--- src/rtl/rom_burst_reader.sv ---
// Burst read initiator for a synchronous ROM: issues consecutive wrapped reads
// and streams the captured words through a 4-entry valid/ready buffer.
module rom_burst_reader #(
  parameter int ADDR_W = 4,
  parameter int DATA_W = 16
) (
  input  logic              clk,
  input  logic              rst_n,
  input  logic              start,
  input  logic [ADDR_W-1:0] base_addr,
  input  logic [ADDR_W:0]   length,
  output logic              busy,
  output logic              done,
  output logic              rom_r_en,
  output logic [ADDR_W-1:0] rom_addr,
  input  logic [DATA_W-1:0] rom_data,
  output logic              out_valid,
  output logic [DATA_W-1:0] out_data,
  output logic              out_last,
  input  logic              out_ready
);

  typedef enum logic [1:0] {IDLE, RUN, DRAIN} state_t;

  state_t state, state_nxt;

  logic [ADDR_W:0]            len_q;
  logic [ADDR_W:0]            issued;
  logic                       cap_en;
  logic                       r_last;
  logic                       cap_last;
  logic [3:0][DATA_W-1:0]     fifo_data;
  logic [3:0]                 fifo_last;
  logic [1:0]                 wr_ptr;
  logic [1:0]                 rd_ptr;
  logic [2:0]                 occ;
  logic [3:0]                 inflight;
  logic                       issue;
  logic                       issue_last;
  logic                       done_nxt;
  logic                       load;
  logic                       push;
  logic                       pop;

  // Words buffered plus reads still in the ROM pipeline; bounding this sum
  // by the buffer depth is what keeps the buffer from overflowing.
  assign inflight = {1'b0, occ} + {3'b000, rom_r_en} + {3'b000, cap_en};
  assign push     = cap_en;
  assign pop      = (occ != 3'd0) && out_ready;

  always_ff @(posedge clk or negedge rst_n) begin
    if (!rst_n) state <= IDLE;
    else        state <= state_nxt;
  end

  always_comb begin
    state_nxt  = state;
    issue      = 1'b0;
    issue_last = 1'b0;
    done_nxt   = 1'b0;
    load       = 1'b0;
    case (state)
      IDLE: begin
        if (start) begin
          if (length != '0) begin
            load       = 1'b1;
            issue      = 1'b1;
            issue_last = (length == {{ADDR_W{1'b0}}, 1'b1});
            state_nxt  = RUN;
          end else begin
            done_nxt   = 1'b1;
          end
        end
      end
      RUN: begin
        if (issued == len_q) begin
          state_nxt = DRAIN;
        end else if (inflight < 4'd4) begin
          issue      = 1'b1;
          issue_last = ((issued + {{ADDR_W{1'b0}}, 1'b1}) == len_q);
        end
      end
      DRAIN: begin
        if (!rom_r_en && !cap_en && (occ == 3'd1) && pop) begin
          state_nxt = IDLE;
          done_nxt  = 1'b1;
        end
      end
      default: state_nxt = IDLE;
    endcase
  end

  always_ff @(posedge clk or negedge rst_n) begin
    if (!rst_n) begin
      done      <= 1'b0;
      rom_r_en  <= 1'b0;
      rom_addr  <= '0;
      len_q     <= '0;
      issued    <= '0;
      r_last    <= 1'b0;
      cap_en    <= 1'b0;
      cap_last  <= 1'b0;
      fifo_data <= '0;
      fifo_last <= '0;
      wr_ptr    <= '0;
      rd_ptr    <= '0;
      occ       <= '0;
    end else begin
      done     <= done_nxt;
      rom_r_en <= issue;
      r_last   <= issue && issue_last;
      cap_en   <= rom_r_en;
      cap_last <= r_last;
      if (load) begin
        len_q    <= length;
        issued   <= {{ADDR_W{1'b0}}, 1'b1};
        rom_addr <= base_addr;
      end else if (issue) begin
        issued   <= issued + {{ADDR_W{1'b0}}, 1'b1};
        rom_addr <= rom_addr + {{(ADDR_W-1){1'b0}}, 1'b1};
      end
      if (push) begin
        fifo_data[wr_ptr] <= rom_data;
        fifo_last[wr_ptr] <= cap_last;
        wr_ptr            <= wr_ptr + 2'd1;
      end
      if (pop) rd_ptr <= rd_ptr + 2'd1;
      case ({push, pop})
        2'b10:   occ <= occ + 3'd1;
        2'b01:   occ <= occ - 3'd1;
        default: occ <= occ;
      endcase
    end
  end

  assign busy      = (state != IDLE);
  assign out_valid = (occ != 3'd0);
  assign out_data  = fifo_data[rd_ptr];
  assign out_last  = out_valid && fifo_last[rd_ptr];

  a_no_overflow: assert property (@(posedge clk) disable iff (!rst_n)
    !(push && (occ == 3'd4)))
    else $error("rom_burst_reader buffer overflow");

endmodule
--- config.mk ---
export PLATFORM = sky130hd
export DESIGN_NAME = rom_burst_reader
export DESIGN_NICKNAME = d
export VERILOG_FILES = /design/src/rtl/rom_burst_reader.sv
export SDC_FILE = /design/constraint.sdc
export NUM_CORES = 1
export LEC_CHECK = 0
export CAP_MARGIN = 20
export CORE_ASPECT_RATIO = 1.2
export CORE_MARGIN = 2
export CORE_UTILIZATION = 45
export DETAILED_ROUTE_END_ITERATION = 7
export PLACE_DENSITY = 0.76
export SLEW_MARGIN = 20
export SYNTH_ARGS = -nofsm -noshare
export SYNTH_HDL_FRONTEND = slang
export SYNTH_SLANG_ARGS = --single-unit
--- constraint.sdc ---
create_clock -name clk -period 2.15 [get_ports clk]
set_clock_uncertainty 0.2 [all_clocks]
set_input_delay 0.3225 -clock clk [delete_from_list [all_inputs] [get_ports clk]]
set_output_delay 0.3225 -clock clk [all_outputs]
set_load 0.02 [all_outputs]
**Word level (Yosys, flattened, before mapping)**

Cells that the tools add are included.

- Bits in registers: 96
- Output and inout bits: 25
- Logic and storage cells: 92

- $add $sub $neg: 8
- Magnitude comparators: 4
- Equal/unequal tests: 12
- Mux-type cells: 35
- Reductions and logical operators: 16

Operators by type and width:

| cell | count |
|---|---|
| 64-bit bitwise mux | 1 |
| 16-bit binary-select mux with 2-bit select | 1 |
| 16-bit demux with 2-bit select | 1 |
| 16-bit 2-to-1 mux | 2 |
| 1-bit 2-to-1 mux | 14 |
| 5-bit == test | 2 |
| 5-bit 2-to-1 mux | 2 |
| 2-bit 2-to-1 mux | 4 |
| 4-bit 2-to-1 mux | 2 |
| 2-bit inequality test, second input constant | 4 |
| 1-bit logical AND | 7 |
| 2-bit by 3-bit < comparator with 1-bit output, second input constant | 2 |
| 1-bit case mux with 2 select lines | 3 |
| 2-bit case mux with 3 select lines | 1 |
| 3-bit case mux with 2 select lines | 1 |
| 2-bit nonzero test | 3 |
| 5-bit by 1-bit adder with 5-bit output, second input constant | 1 |
| 5-bit by 1-bit == test with 1-bit output, second input constant | 1 |
| 5-bit nonzero test | 1 |
| 2-bit by 1-bit adder with 2-bit output, second input constant | 2 |
| 3-bit by 1-bit adder with 4-bit output | 1 |
| 4-bit by 1-bit adder with 4-bit output | 1 |
| 4-bit by 1-bit adder with 4-bit output, second input constant | 1 |
| 4-bit bitwise mux | 1 |
| other kinds (13) | 16 |

**Depth between registers and ports, before layout**

Gate-level depths: netlist (run 1).

- Word-level depth: 8
- Gate-level depth with buffers: 8

**Worst setup path after synthesis (run 1)**

Ideal clock, no wire load.

- Path type: register to register
- From: register occ[0]
- To: register rom_addr[3]
- Library setup time: 82 ps
- Data arrival time: 1,848 ps
- Setup slack: 20 ps
- Stages on the path, launching flop included: 7
- Path buffers: 0
- Clock period less this slack: 2,130 ps
- Path through: dfrtp_1 > ha_1 > a21o_1 > a211oi_1 > o21ai_4 > or3_1 > a31oi_1

- Word-level cells in the longest chain between the ends: 7

RTL lines:

| element | line | text |
|---|---|---|
| start, declared | 36 | `logic [2:0] occ;` |
| start signal, assigned | 129 | `2'b10: occ <= occ + 3'd1;` |
| start signal, assigned | 130 | `2'b01: occ <= occ - 3'd1;` |
| 3-bit by 1-bit adder with 4-bit output | 47 | `assign inflight = {1'b0, occ} + {3'b000, rom_r_en} + {3'b000, cap_en};` |
| 4-bit by 1-bit adder with 4-bit output | 47 |  |
| 4-bit by 3-bit < comparator with 1-bit output | 78 | `end else if (inflight < 4'd4) begin` |
| 1-bit 2-to-1 mux | 78 |  |
| 1-bit 2-to-1 mux | 76 | `if (issued == len_q) begin` |
| 1-bit case mux with 2 select lines | 62 | `case (state)` |
| 2-bit nonzero test (no line) | -- |  |
| end signal, assigned | 117 | `rom_addr <= base_addr;` |
| end signal, assigned | 120 | `rom_addr <= rom_addr + {{(ADDR_W-1){1'b0}}, 1'b1};` |
| end, declared | 15 | `output logic [ADDR_W-1:0] rom_addr,` |

No other way between the ends.
A chain may end at the register's enable or synchronous reset.

**Worst setup path in the final report (run 1)**

- From: register rd_ptr[0]
- To: output port out_last

- Word-level cells in the longest chain between the ends: 3

RTL lines:

| element | line | text |
|---|---|---|
| start, declared | 35 | `logic [1:0] rd_ptr;` |
| start signal, assigned | 127 | `if (pop) rd_ptr <= rd_ptr + 2'd1;` |
| 1-bit binary-select mux with 2-bit select | 139 | `assign out_last = out_valid && fifo_last[rd_ptr];` |
| 1-bit 2-to-1 mux (implied by the code) | 139 |  |
| 1-bit logical AND | 139 |  |
| end, declared | 19 | `output logic out_last,` |

No other way between the ends. The select of a mux whose other input is x is not followed.

==> metrics.md, run 1 <==
| Metric | Value |
|---|---|
| 1st-pass router iterations | `4` |
| Crit Path Max Fanout | `4` |
| Status | `finished with violations` |
| Top layer in use | `met4` |
| IO Pins | `54` |
| CP Class | `reg -> out` |
| Dpl hpwl | `5.77 mm` |
| TritonCTS clock tree | `built` |
| Slew headroom | `0.672` |
| CORE AREA | `0.00952 mm^2` |
| Post-placement cell count | `497` |
| VDD IR max | `0.709 mV` |
| Row count | `39` |
| Failing checks | `negative setup slack` |
| Sequential fraction of the synthesis area | `0.549` |
| Die X | `94 um` |
| YS warnings | `0` |
| CP Capture Type | `output pin` |
| Slowest stage cell, crit path | `mux4_2` |
| Max Cap Viol | `0` |
| CP Data Required Time | `1630 ps` |
| RSZ-0062 raised after global routing | `true` |
| Yosys top cell area share | `0.549` |
| Critical path launch point type | `flip-flop` |
| Hold slack | `148 ps` |
| GRT Residual Overflow | `0` |
| Vias per inst | `5.18` |
| Synth unique cells | `37` |
| Top cells by area, synth | `dfrtp_1 (55%), mux2_2 (18%), mux4_2 (8.8%)` |
| Die H | `112 um` |
| P per Cell Area | `1700 mW/mm^2` |
| Global placement routability congestion | `0.758` |
| Htree depth | `3` |
| Routed Antenna Nets | `0` |
| Final Setup Violations | `1` |
| GRT Overall Usage | `0.173` |
| Cells after synthesis | `311` |
| Post-synth ARST share | `1.00` |
| Ys flop type | `dfrtp_1` |
| Min Tclk post-route | `2190 ps` |
| Ratio of final minimum period to clock period | `1.02` |
| Post-Syn Area | `0.00437 mm^2` |
| Delay-heaviest family, CP | `multiplexers` |
| DRC | `0` |
| Worst Hold Class | `reg -> reg` |
| Post-synth EDFFs | `0` |
| Met2 Wirelength | `4.29 mm` |
| Syn avg cell area | `14.1 um^2` |
| Initial antenna violation count | `0` |
| Area leader, netlist | `dfrtp_1` |
| Reg clk slew, reported paths | `60 ps` |
| Static leakage | `2.43 nW` |
| CTS Buf Count | `9` |
| IO buf count | `53` |
| Initial core utilization | `0.460` |
| Largest net degree at the start of global routing | `41` |
| Fin cells | `519` |
| Drt wl/cell | `15.9 um` |
| Synthesis-stage register bit count | `96` |
| FMAX | `0.457 GHz` |
| Layout cells sized above 1 | `0.386` |
| Final hold violations | `0` |
| Global-route wire length before repair | `14.0 mm` |
| Nets | `432` |
| Clock tree sinks | `96` |
| CTS Buffer Depth | `2` |
| CP peak stage delay | `500 ps` |
| Routed wl met3 | `250 um` |
| Worst-margin pin slew | `491 ps` |
| Inserted Diodes | `0` |
| Worst-path cell chain | `buf_6 > mux4_2 > and2_4 > buf_6` |
| Root Buffer | `clkbuf_16` |
| Worst Path Buf+Inv | `2` |
| Area Overhead vs Synth | `27.1%` |
| DRT iter0 DRCs | `109` |
| Mapped Nets | `352` |
| WP data arrival | `1660 ps` |
| Die area | `0.0105 mm^2` |
| Worst Slack Setup Final | `-35.9 ps` |
| Via count | `2691` |
| Worst-skew pair later-pin latency | `340 ps` |
| Vias in the first global route | `2836` |
| Metal1 wirelength | `3.58 mm` |
| Critical Path Most Common Cell | `buf_6` |
| DRT Wirelength | `8.24 mm` |
| Total chip power | `9.44 mW` |
| Number of max-slew violations in the final report | `0` |
area by class of cell:
class / count / area [um^2]
clock buffer: 12 / 236
timing repair buffer: 82 / 771
inverter: 10 / 37.5
clock inverter: 4 / 53.8
sequential: 96 / 2400
fill: 782 / 3960
tap: 123 / 154
multi-input combinational: 192 / 1900
worst paths after layout:
kind | slack, ps | start | depth (start not counted) | end
worst max register to register | 80 | issued[3] | 6 | issued[3]
worst min register to register | 150 | r_last | 0 | cap_last
worst min-delay path | 150 | r_last | 0 | cap_last
min in group asynchronous | 280 | rst_n | 2 | fifo_data[53]
worst max-delay path | -40 | rd_ptr[0] | 4 | out_last
max in group asynchronous | 780 | rst_n | 3 | issued[3]
flip-flops by register name, indices dropped and copies added, names as in the netlist:
register,cells
cap_en,1
done,1
r_last,1
rom_addr,4
cap_last,1
fifo_data,64
rom_r_en,1
len_q,5
state,2
issued,5
rd_ptr,2
occ,3
wr_ptr,2
fifo_last,4
cells by family after synthesis:
| group | Yosys count | share of synthesized area |
|---|---|---|
| flops | 96 | 0.549 |
| mux | 86 | 0.265 |
| simple gates | 53 | 0.0546 |
| compound gates | 24 | 0.0409 |
| buf+inv | 23 | 0.0220 |
| xor+xnor | 17 | 0.0340 |
| fa+ha+maj | 12 | 0.0343 |
synth_stat cells, types with 2 or more instances:
cell type and n:
nand2b_1 3, dfrtp_1 96, and2_1 2, o31ai_1 3, ha_1 12, xnor2_1 10, buf_2 2, nand2_1 28
inv_1 10, mux4_2 17, a31oi_1 3, or3_1 2, clkbuf_1 10, nand3_1 5, mux2_2 68, o21ai_0 4
xor2_1 7, nor2_1 8, o211ai_1 3
layer usage:
metal  track usage  vias to the layer above
li1              -                     1278
met4        0.0551                        0
met3        0.0433                        9
met2         0.290                       37
met1         0.221                     1367
met5             0                        -
metrics by stage:
step	worst slack, ps	utilization	TNS [ps]	cell area, um^2
final	-35.9	0.584	-35.9	5560
after global routing	-90.0	0.584	-581	5560
after floorplan	20.0	-	0	4370
after CTS	-74.6	0.578	-74.6	5500
after detailed placement	-105	0.546	-1240	5190
after global placement	-68.9	0.546	-910	5190
report_power, final:
part	internal (mW)	total [mW]	leakage, nW	switching, mW
registers	2.71	3.25	1.14	0.544
clock network	0.907	1.57	0.133	0.666
logic	2.55	4.61	1.16	2.07
what timing repair did:
item / 4_1_cts / 5_1_grt
resized for setup: 89 / 11
pin swaps: 2 / 5
hold buffers: 1 / 0
endpoints found under the setup margin: 21 / 25
hold endpoints to repair: 36 / 0
setup buffers: 4 / 1
cell usage in the layout, fill, tap and decap left out, drive strengths merged, types with 2 or more instances in the layout:
| cell | instances |
|---|---|
| and2 | 2 |
| nor2 | 8 |
| nand2 | 28 |
| o211ai | 3 |
| mux2 | 68 |
| xor2 | 7 |
| mux4 | 17 |
| nand2b | 3 |
| clkbuf | 12 |
| ha | 12 |
| buf | 46 |
| a31oi | 3 |
| clkinvlp | 2 |
| xnor2 | 10 |
| nand3 | 5 |
| inv | 11 |
| clkdlybuf4s50 | 34 |
| or3 | 2 |
| o21ai | 6 |
| o31ai | 3 |
| dfrtp | 96 |
Note: power is estimated with default switching activity, not from simulation.
==> inputs of run 2 (changes only) <==
--- a/config.mk
+++ b/config.mk
@@ -5,8 +5,9 @@
 export SDC_FILE = /design/constraint.sdc
 export NUM_CORES = 1
 export LEC_CHECK = 0
+export ABC_AREA = 0
 export CAP_MARGIN = 20
-export CORE_ASPECT_RATIO = 1.2
+export CORE_ASPECT_RATIO = 0.5
 export CORE_MARGIN = 2
 export CORE_UTILIZATION = 45
 export DETAILED_ROUTE_END_ITERATION = 7
==> metrics.md, run 2 (synthesis gave the netlist of run 1 again) <==
| Metric | Value |
|---|---|
| Status | `finished with violations` |
| Failing checks | `negative setup slack` |
| Slew headroom | `0.671 (-0.00163)` |
| Root Buffer | `clkbuf_16` |
| Highest-count cells in the layout ignoring fill and taps | `dfrtp_1 (95), mux2_2 (68), clkdlybuf4s50_1 (34), nand2_1 (27), buf_4 (27)` |
| CP Capture Type | `output pin` |
| Pre-CTS setup slack | `-134 ps (-29.4 ps)` |
| DRC | `0 (unchanged)` |
| Via count | `2790 (+3.7%)` |
| Clock tree sinks | `96 (unchanged)` |
| CP peak stage delay | `490 ps (about the same)` |
| Most common cell after layout, fill and taps aside | `dfrtp_1` |
| Worst-path cell chain | `buf_12 > buf_4 > mux4_2 > buf_6` |
| Worst Path Buf+Inv | `3 (+1)` |
| Layout cells sized above 1 | `0.412 (+0.0255)` |
| IO Pins | `54 (unchanged)` |
| FF/Latch Area | `0.00240 mm^2 (about the same)` |
| Critical path launch point type | `flip-flop` |
| Global placement routability congestion | `0.850 (+12%)` |
| TritonCTS clock tree | `built` |
| CTS Buf Count | `9 (unchanged)` |
| Worst-skew pair later-pin latency | `350 ps (about the same)` |
| Post-placement cell count | `513 (+3.2%)` |
| Multi-input gate area | `0.00190 mm^2 (+0.13%)` |
| Post-layout util | `0.611 (+0.0266)` |
| Initial antenna violation count | `0 (unchanged)` |
| CP Class | `reg -> out` |
| Max Cap Viol | `0 (unchanged)` |
| GRT Residual Overflow | `0 (unchanged)` |
| Hold slack | `152 ps (+3.96 ps)` |
| Worst Hold Class | `reg -> reg` |
| WP data arrival | `1680 ps (+20 ps)` |
| Post-route setup TNS | `-301 ps (-265 ps)` |
| Final Setup Violations | `6 (+5)` |
| Die X | `143 um (+53%)` |
| Vias in the first global route | `3168 (+12%)` |
| FILL cells | `712 (-9.0%)` |
| Htree depth | `3 (unchanged)` |
| Static leakage | `2.53 nW (+4.1%)` |
| Delay-heaviest family, CP | `multiplexers` |
| Die H | `73.7 um (-34%)` |
| 1st-pass router iterations | `4 (unchanged)` |
| Final hold violations | `0 (unchanged)` |
| Routed Antenna Nets | `0 (unchanged)` |
| Fin cells | `538 (+3.7%)` |
| Ratio of final minimum period to clock period | `1.02 (+0.00807)` |
| CORE AREA | `0.00945 mm^2 (-0.72%)` |
| Design Area, Final | `0.00577 mm^2 (+3.8%)` |
| DRT iter0 DRCs | `114 (+4.6%)` |
| Cell Area, Placed | `0.00525 mm^2 (+1.1%)` |
| FMAX | `0.454 GHz (-0.79%)` |
| Dpl hpwl | `6.78 mm (+17%)` |
| CTS Buffer Depth | `2 (unchanged)` |
| Worst-margin pin slew | `494 ps (+2.45 ps)` |
| Slowest stage cell, crit path | `mux4_2` |
| Crit Path Max Fanout | `7 (+3)` |
| GRT Overall Usage | `0.197 (+0.0232)` |
| Vias per inst | `5.19 (about the same)` |
| Largest net degree at the start of global routing | `38 (-7.3%)` |
| Row count | `25 (-36%)` |
| Area Overhead vs Synth | `31.9%` |
| CP Data Required Time | `1630 ps (about the same)` |
| Number of max-slew violations in the final report | `0 (unchanged)` |
| Nets | `439 (+1.6%)` |
| Largest register by flop count | `fifo_data` |
| Global-route wire length before repair | `15.6 mm (+11%)` |
| Min Tclk post-route | `2200 ps (+17.4 ps)` |
| Reg clk slew, reported paths | `60 ps (about the same)` |
| Largest register FFs | `64 (unchanged)` |
| Die area | `0.0106 mm^2 (+0.43%)` |
| WHS Path Cells | `0 (unchanged)` |
| Initial core utilization | `0.463 (+0.00335)` |
| IO buf count | `53 (unchanged)` |
| P per Cell Area | `1780 mW/mm^2 (+4.7%)` |
| Worst Slack Setup Final | `-53.3 ps (-17.4 ps)` |
| Drt wl/cell | `17.3 um (+9.2%)` |
| VDD IR max | `0.810 mV (+14%)` |
| Stages on worst setup path | `4 (unchanged)` |
| Inserted Diodes | `0 (unchanged)` |
| Registers with the most flip-flops | `fifo_data x64, issued x5, len_q x5` |
| Total chip power | `10.3 mW (+8.7%)` |
| RSZ-0062 raised after global routing | `true` |
| FF-to-FF path depth | `6 (unchanged)` |
| DRT Wirelength | `9.33 mm (+13%)` |
==> run 2: metal layers <==
metal  vias up  track usage  part of all wire
met5         -            0                 0
met2        54        0.358              0.54
met1      1435        0.226              0.41
met3        14       0.0541             0.037
met4         0       0.0719             0.018
li1       1287            -                 -
==> run 2: worst register-to-register path: cells and delay by family, from the launching register on <==
kind,cells,cell delay (ps)
buf+inv,1,170
simple gates,1,570
compound gates,3,450
flops,1,410
xor+xnor,1,200
==> run 2: final timing paths <==
| kind | startpoint | end | slack (ps) |
|---|---|---|---|
| max | rd_ptr[0] | out_data[9] | -50 |
| min | r_last | cap_last | 150 |
| max reg2reg | issued[3] | issued[4] | 50 |
| min reg2reg | r_last | cap_last | 150 |
| max in group asynchronous | rst_n | fifo_data[23] | 870 |
| min in group asynchronous | rst_n | issued[0] | 300 |
==> run 2: layout make-up <==
type,instances,area share
Sequential cell,96,0.417
Multi-Input combinational cell,192,0.330
Timing Repair Buffer,89,0.154
Clock buffer,10,0.0414
Tap cell,135,0.0293
Clock inverter,6,0.0225
Inverter,10,0.00650
==> run 2: power by group <==
group	switching (mW)	leakage [nW]	internal (mW)	total [mW]
Combinational	2.23	1.21	2.80	5.03
Clock	0.673	0.182	1.28	1.96
Sequential	0.569	1.15	2.71	3.28
Total	3.47	2.53	6.79	10.3
==> run 2: repair_timing <==
action / in CTS / in global routing
hold buffers: 1 / 0
setup endpoints to repair: 18 / 25
pin swaps: 1 / 6
endpoints found under the hold margin: 34 / 0
gates resized for setup: 91 / 21
setup buffers: 3 / 5
